### src/rtl/npu_wb_pkg.sv
`default_nettype none
// ============================================================================
//  Module      : npu_wb_pkg
//  Description : Shared write-back definitions: packer state encoding,
//                RAM word byte-lane-half mask constants and RAM word width.
//  Revision    : 1.0 - initial release
// ============================================================================
package npu_wb_pkg;

   // Packer state: IDLE, LOW (waiting for low beat), HIGH (low beat held)
   typedef enum logic [1:0] {
      ST_IDLE = 2'd0,
      ST_LOW  = 2'd1,
      ST_HIGH = 2'd2
   } wb_state_e;

   // o_wr_mask: bit0 = low half valid, bit1 = high half valid
   localparam logic [1:0] WB_MASK_FULL = 2'b11;
   localparam logic [1:0] WB_MASK_LO   = 2'b01;
   localparam logic [1:0] WB_MASK_NONE = 2'b00;

   // Output-RAM word width (two 256-bit beats)
   localparam int WB_RAM_WORD_W = 512;

endpackage : npu_wb_pkg
`default_nettype wire

### src/rtl/xpe_wb_packer.sv
`default_nettype none
// ============================================================================
//  Module      : xpe_wb_packer
//  Description : Write-back packer. Pairs consecutive DAT_W-bit result beats
//                into 2*DAT_W-bit output-RAM words written at sequential
//                addresses from a programmed base. A layer ends on a
//                programmed word count (0 = unbounded) or on i_flush; a
//                half-filled final word is written with mask 2'b01.
//  Ports       : i_clk/i_rst          clock, synchronous active-high reset
//                i_start              begin layer (latch base + word count)
//                i_addr_start         first write address
//                i_word_num           words per layer, 0 = flush-terminated
//                i_flush              end-of-calculation pulse
//                i_xpe_dat_out/_vld   result beat and its valid
//                o_wr_en/addr/dat/mask  registered RAM write port
//                o_busy/o_done/o_err  layer status (o_err is sticky)
//  Revision    : 1.0 - initial release
// ============================================================================
module xpe_wb_packer
   import npu_wb_pkg::*;
#(
   parameter int RAM_ADDR_WIDTH = 8,
   parameter int DAT_W          = 256
) (
   input  logic                      i_clk,
   input  logic                      i_rst,
   input  logic                      i_start,
   input  logic [RAM_ADDR_WIDTH-1:0] i_addr_start,
   input  logic [7:0]                i_word_num,
   input  logic                      i_flush,
   input  logic [DAT_W-1:0]          i_xpe_dat_out,
   input  logic                      i_xpe_dat_vld,
   output logic                      o_wr_en,
   output logic [RAM_ADDR_WIDTH-1:0] o_wr_addr,
   output logic [2*DAT_W-1:0]        o_wr_dat,
   output logic [1:0]                o_wr_mask,
   output logic                      o_busy,
   output logic                      o_done,
   output logic                      o_err
);

   wb_state_e                 state_q, state_d;
   logic [RAM_ADDR_WIDTH-1:0] addr_q, addr_d;
   logic [7:0]                target_q, target_d;
   logic [7:0]                cnt_q, cnt_d;
   logic [DAT_W-1:0]          lo_q, lo_d;

   logic                      wr_en_q, wr_en_d;
   logic [RAM_ADDR_WIDTH-1:0] wr_addr_q, wr_addr_d;
   logic [2*DAT_W-1:0]        wr_dat_q, wr_dat_d;
   logic [1:0]                wr_mask_q, wr_mask_d;
   logic                      busy_q, busy_d;
   logic                      done_q, done_d;
   logic                      err_q, err_d;

   logic [7:0]                cnt_inc;
   logic                      count_hit;

   assign cnt_inc   = cnt_q + 8'd1;
   assign count_hit = (target_q != 8'd0) && (cnt_inc == target_q);

   always_comb begin
      state_d   = state_q;
      addr_d    = addr_q;
      target_d  = target_q;
      cnt_d     = cnt_q;
      lo_d      = lo_q;
      wr_en_d   = 1'b0;
      wr_addr_d = wr_addr_q;
      wr_dat_d  = wr_dat_q;
      wr_mask_d = WB_MASK_NONE;
      done_d    = 1'b0;
      err_d     = err_q;

      unique case (state_q)
         ST_IDLE: begin
            if (i_start) begin
               addr_d   = i_addr_start;
               target_d = i_word_num;
               cnt_d    = 8'd0;
               err_d    = 1'b0;
               state_d  = ST_LOW;
            end else if (i_xpe_dat_vld) begin
               // No layer open: the beat is lost, flag it
               err_d = 1'b1;
            end
         end

         ST_LOW: begin
            if (i_xpe_dat_vld && i_flush) begin
               // Beat lands in the low half and the layer closes at once
               wr_en_d   = 1'b1;
               wr_addr_d = addr_q;
               wr_dat_d  = {{DAT_W{1'b0}}, i_xpe_dat_out};
               wr_mask_d = WB_MASK_LO;
               addr_d    = addr_q + 1'b1;
               cnt_d     = cnt_inc;
               done_d    = 1'b1;
               state_d   = ST_IDLE;
            end else if (i_xpe_dat_vld) begin
               lo_d    = i_xpe_dat_out;
               state_d = ST_HIGH;
            end else if (i_flush) begin
               // Nothing held: close without writing
               done_d  = 1'b1;
               state_d = ST_IDLE;
            end
         end

         ST_HIGH: begin
            if (i_xpe_dat_vld) begin
               wr_en_d   = 1'b1;
               wr_addr_d = addr_q;
               wr_dat_d  = {i_xpe_dat_out, lo_q};
               wr_mask_d = WB_MASK_FULL;
               addr_d    = addr_q + 1'b1;
               cnt_d     = cnt_inc;
               if (i_flush || count_hit) begin
                  done_d  = 1'b1;
                  state_d = ST_IDLE;
               end else begin
                  state_d = ST_LOW;
               end
            end else if (i_flush) begin
               wr_en_d   = 1'b1;
               wr_addr_d = addr_q;
               wr_dat_d  = {{DAT_W{1'b0}}, lo_q};
               wr_mask_d = WB_MASK_LO;
               addr_d    = addr_q + 1'b1;
               cnt_d     = cnt_inc;
               done_d    = 1'b1;
               state_d   = ST_IDLE;
            end
         end

         default: state_d = ST_IDLE;
      endcase

      // Busy covers the done cycle itself, dropping one cycle later
      busy_d = (state_d != ST_IDLE) || done_d;
   end

   always_ff @(posedge i_clk) begin
      if (i_rst) begin
         state_q   <= ST_IDLE;
         addr_q    <= '0;
         target_q  <= '0;
         cnt_q     <= '0;
         lo_q      <= '0;
         wr_en_q   <= 1'b0;
         wr_addr_q <= '0;
         wr_dat_q  <= '0;
         wr_mask_q <= WB_MASK_NONE;
         busy_q    <= 1'b0;
         done_q    <= 1'b0;
         err_q     <= 1'b0;
      end else begin
         state_q   <= state_d;
         addr_q    <= addr_d;
         target_q  <= target_d;
         cnt_q     <= cnt_d;
         lo_q      <= lo_d;
         wr_en_q   <= wr_en_d;
         wr_addr_q <= wr_addr_d;
         wr_dat_q  <= wr_dat_d;
         wr_mask_q <= wr_mask_d;
         busy_q    <= busy_d;
         done_q    <= done_d;
         err_q     <= err_d;
      end
   end

   assign o_wr_en   = wr_en_q;
   assign o_wr_addr = wr_addr_q;
   assign o_wr_dat  = wr_dat_q;
   assign o_wr_mask = wr_mask_q;
   assign o_busy    = busy_q;
   assign o_done    = done_q;
   assign o_err     = err_q;

endmodule : xpe_wb_packer
`default_nettype wire

### config.mk
export PLATFORM = sky130hd
export DESIGN_NAME = xpe_wb_packer
export DESIGN_NICKNAME = d
export VERILOG_FILES = /design/src/rtl/npu_wb_pkg.sv /design/src/rtl/xpe_wb_packer.sv
export SDC_FILE = /design/constraint.sdc
export NUM_CORES = 2
export LEC_CHECK = 0
export BUFFER_PORTS_ARGS = -buffer_cell sky130_fd_sc_hd__buf_2
export CAP_MARGIN = 30
export CORE_MARGIN = 4
export CORE_UTILIZATION = 30
export CTS_BUF_LIST = sky130_fd_sc_hd__clkbuf_4 sky130_fd_sc_hd__clkbuf_8
export DETAILED_ROUTE_END_ITERATION = 12
export MAX_ROUTING_LAYER = met4
export SYNTH_ARGS = -nofsm -noshare
export SYNTH_HDL_FRONTEND = slang
export SYNTH_SLANG_ARGS = --single-unit
### constraint.sdc
create_clock -name i_clk -period 4.1 [get_ports i_clk]
set_clock_uncertainty 0.15 [all_clocks]
set_input_delay 0.82 -clock i_clk [delete_from_list [all_inputs] [get_ports i_clk]]
set_output_delay 0.82 -clock i_clk [all_outputs]
set_load 0.005 [all_outputs]
# == Yosys cells after proc, flatten, opt, wreduce, memory -nomap -nowiden ==
# Index checks and enable logic that the tools add are counted.
# op_classes
order_cmp,0
eq_ne,6
bitwise,1
add_sub_neg,2
n_mux,40
multipliers,0
n_reduce_logical,15
shifts,0
n_div,0
# op_table
cell,n
$mux W512,3
$pmux W512 S2,1
$mux W8,11
$pmux W8 S3,2
$add A8 B1 Y8 const B,2
$pmux W8 S2,1
$mux W1,12
$mux W2,6
$eq A8 B8 Y1,1
$reduce_bool A8 Y1,1
$pmux W2 S3,1
$reduce_and A3 Y1,2
$reduce_bool A2 Y1,3
$ne A2 B2 Y1 const B,2
$pmux W1 S2,2
$pmux W2 S2,1
$reduce_and A2 Y1,2
$reduce_and A4 Y1,1
$ne A3 B3 Y1 const B,1
$reduce_bool A3 Y1,1
$eq A2 B1 Y1 const B,1
$eq A2 B2 Y1 const B,1
$logic_and A1 B1 Y1,2
$logic_not A2 Y1,1
2 further kinds,3
# word_totals
romBits,0
latchBits,0
reg_bits,808
mem_bits_rw,0
out_inout_bits,526
mem_count,0
wordCells,76

# == Longest topological paths before layout ==
# logic_depth
word_depth,9
ltp_mapped,11
depth_no_buf,8

# == Least setup slack after synthesis ==
# OpenSTA, ideal clock, no wires.
# synth_timing
kind,input -> register
from,in i_xpe_dat_vld
to,reg cnt_q[7]
cell_stages,6
setup_slack_ns,1.990
n_path_buf,0
arrival_ns,1.889
required_ns,3.880
cell_sequence,nand2b_1 > a21oi_1 > a211oi_4 > nand2_2 > or3_1 > a21oi_1
# synth_between
elab_chain_len,3
# synth_rtl
item,line,text
start: declaration,xpe_wb_packer.sv:32,"input logic i_xpe_dat_vld,"
$logic_and A1 B1 Y1,xpe_wb_packer.sv:90,if (i_xpe_dat_vld && i_flush) begin
$ne A2 B2 Y1 (no source line),--,
$reduce_and A4 Y1 (no source line),--,
end signal: assignment,xpe_wb_packer.sv:161,cnt_q <= cnt_d;
end: declaration,xpe_wb_packer.sv:45,"logic [7:0] cnt_q, cnt_d;"
# Parallel ways exist; a longest one is shown, timed or not.
# A chain may end at the register's enable or synchronous reset.

# == Worst setup path in the final report ==
# layout_timing
from,reg state_q[1]
to,"reg wr_dat_q[386], in the netlist o_wr_dat[386]"
# layout_between
elab_chain_len,3
# layout_rtl
item,line,text
start: declaration,xpe_wb_packer.sv:42,"wb_state_e state_q, state_d;"
start signal: assignment,xpe_wb_packer.sv:158,state_q <= state_d;
$eq A2 B2 Y1 / $eq A2 B1 Y1 (equally long branches),xpe_wb_packer.sv:75,unique case (state_q)
$ne A3 B3 Y1 (no source line) (tied with other cells),--,
$reduce_and A3 Y1 (no source line),--,
end signal: assignment,xpe_wb_packer.sv:165,wr_dat_q <= wr_dat_d;
end: declaration,xpe_wb_packer.sv:50,"logic [2*DAT_W-1:0] wr_dat_q, wr_dat_d;"
# Parallel ways exist; a longest one is shown, timed or not.

==> results.toml <==
[worst_setup_path]
cp-start-kind = "register"
rr_worst_depth = 9
cp_slowest_stage_delay_ps = 530
crit_start = "state_q[1]"
cp_slowest_cell = "nand2b_4"
crit_arrival_ps = 3660
r2r_end = "o_wr_dat[386]"
regToRegSetupSlack_ps = 1030
crit_end = "o_wr_dat[386]"
end_kind = "register"
path_max_fanout = 47
path_class = "register to register"
worstPathRequired_ps = 4690
rr_startpoint = "state_q[1]"
path_cells = "inv_1 -> ha_1 -> nand2_2 -> o21ai_0 -> nand2_1 -> o21a_1 -> nand2b_4 -> buf_12 -> a21oi_1"

[clock_tree]
cts.path.max_buffers = 3
clock_sinks = 808
cts_tree = "built"
cts_resized = 0
insertion_delay_ps = 800
cts_made_buffers = 140
clkTransAtPathRegs_ps = 60
post-cts-setup-buffers = 0
clockRootBuffer = "clkbuf_8"
htree_levels = 4

[sta]
period_share_pct = 74.9
rsz0062_at_grt = "no"
setup_viol = 0
min_period_ps = 3070
maxSlewViolCount = 0
hold_viol_final = 0
hold_slack_ps = 119
max_slew.worst_pin.slew_ps = 1110
fin_setup_tns_ps = 0
fmax_ghz = 0.326
slew_headroom_pct = 26.2

[yosys]
syn_inst = 3625
syn_area_sq_um = 30600
ys_warn_count = 0
synth_cell_type_count = 47
synth_common_cells = "nand2_1 (818), dfxtp_1 (808), a21oi_1 (544)"
synth-async-reset-ratio_pct = 0
synth-edff-count = 0
yosysMostFrequentCell = "nand2_1"
avgSynthCellArea_sq_um = 8.44
synthFlopType = "dfxtp_1"
syn-num-nets = 3908
synth-seq-cells = 808
yosys.area.top_type_share_pct = 52.8
yosysTopAreaCell = "dfxtp_1"
yosysSeqAreaShare_pct = 52.8
yosys-top-cells-area = "dfxtp_1 (53%), nand2_1 (10%), a21oi_1 (8.9%)"

[worst_hold_path]
min_delay_path_depth = 3
min_from = "i_xpe_dat_out[64]"
hold_path_class = "input pin to register"

[placement]
io_buffers = 802
placed_cells = 5553
routabilityCongestion = 0.849
dpl.hpwl_microns = 71600

[power]
power_density_nw_per_um2 = 473
p_leak_nw = 15.0
ir_drop_mv = 0.272

[route]
drc_errors = 0
drt_iter0_markers = 1883
via_per_inst = 4.75
first_pass_iters = 5
vias = 27578
routed_wl_microns = 103000
wl_per_cell_microns = 17.8
drtAntennaViolNets = 0

[cells_and_area]
n_fill_cell = 10533
multi_input_area_sq_um = 13100
nets = 4624
drive_gt1_share_pct = 25.3
final_cells = 5802
seq_area_sq_um = 16200
area_delta_synth_final_pct = 26.9

[floorplan]
dieArea_sq_um = 107000
num_io_pins = 803
dieHeight_microns = 327
design.core.area_sq_um = 101000
fp-row-count = 116
initial_core_util_pct = 30.4
die_w_microns = 327

[global_route]
grt-ovfl-total = 0
grt_max_degree = 188
grt_pass1_vias = 25771
grt_first_pass_wirelength_microns = 155000
grt.total_usage_pct = 18.8
antenna_found_initial = 6

[job]
cap_viol_max_count = 0

[run_status]
status = "finished clean"
==> flip-flops by register name (all words and copies together), names as in the netlist <==
| name | count |
|---|---|
| addr_q | 8 |
| cnt_q | 8 |
| lo_q | 256 |
| o_busy | 1 |
| o_done | 1 |
| o_err | 1 |
| o_wr_addr | 8 |
| o_wr_dat | 512 |
| o_wr_en | 1 |
| o_wr_mask | 2 |
| state_q | 2 |
| target_q | 8 |
==> layer usage <==
metal  GRT usage [%]  share of wire, %
met1            22.8                42
met2            29.7                47
met3            5.75               8.0
met4            6.67               2.9
met5               -                 0
==> kinds of logic after synthesis <==
family,after synthesis,share of synthesized area [%]
compound gates,844,16.2
flops,808,52.8
buf+inv,308,4.55
simple gates,1390,17.4
mux,259,8.47
xor+xnor,10,0.286
fa+ha+maj,6,0.245
==> where the power goes <==
group | switching [mW] | internal [mW] | total (mW)
combinational | 1.24 | 0.812 | 2.05
sequential | 0.238 | 8.29 | 8.53
clock | 3.38 | 4.40 | 7.78
==> cells in the final DEF, fill, tap and decap left out, drive strengths merged, types with 5 or more instances in the layout <==
cell type | synthesis | layout
buf | 170 | 870
nand2 | 820 | 820
dfxtp | 808 | 808
a21oi | 544 | 544
nor2 | 524 | 524
a211oi | 265 | 265
mux2i | 258 | 258
clkbuf | 129 | 221
nand3 | 18 | 18
inv | 9 | 18
o21ai | 14 | 14
xnor2 | 7 | 7
or3 | 6 | 6
ha | 6 | 6
diode | 0 | 5
clkinv | 0 | 5
nand2b | 5 | 5
==> repair_timing <==
item / in CTS / in global routing
setup endpoints to repair: 0 / 0
hold buffers: 3 / 0
endpoints found under the hold margin: 3 / 0
==> final cells by class <==
type	instances	area share, %
inverter	9	0.0870
timing repair buffer	873	12.5
multi-input combinational	2509	33.7
antenna	5	0.0322
clock inverter	20	0.525
clock buffer	221	7.11
sequential	808	41.6
tap	1357	4.37
==> worst max-delay path, delay by kind of cell (launching register included) <==
kind                       cells  cell delay [ps]
and+or+nand+nor                3              870
AOI/OAI and AO/OA              3              650
buffers and inverters          2              490
adders and majority gates      1              320
DFF                            1              410
==> metrics by stage <==
| step | area [sq um] | utilization, % | power, mW | worst slack, ps |
|---|---|---|---|---|
| after floorplan | 30600 | - | 9.75 | 1990 |
| after global placement | 35800 | 35.6 | 10.7 | 1020 |
| after detailed placement | 35800 | 35.6 | 10.8 | 967 |
| after CTS | 38800 | 38.6 | 18.6 | 1060 |
| after global routing | 38800 | 38.6 | 19.2 | 853 |
| final | 38800 | 38.6 | 18.4 | 1030 |
==> how the worst min path moves through the flow <==
stage	end	slack, ps
2_1_floorplan	lo_q[0]	290
3_3_place_gp	o_wr_addr[1]	290
3_5_place_dp	o_wr_addr[1]	290
4_1_cts	target_q[7]	0.4
5_1_grt	lo_q[135]	40
6_report	lo_q[64]	120
Power figures use the tool's default switching activity.
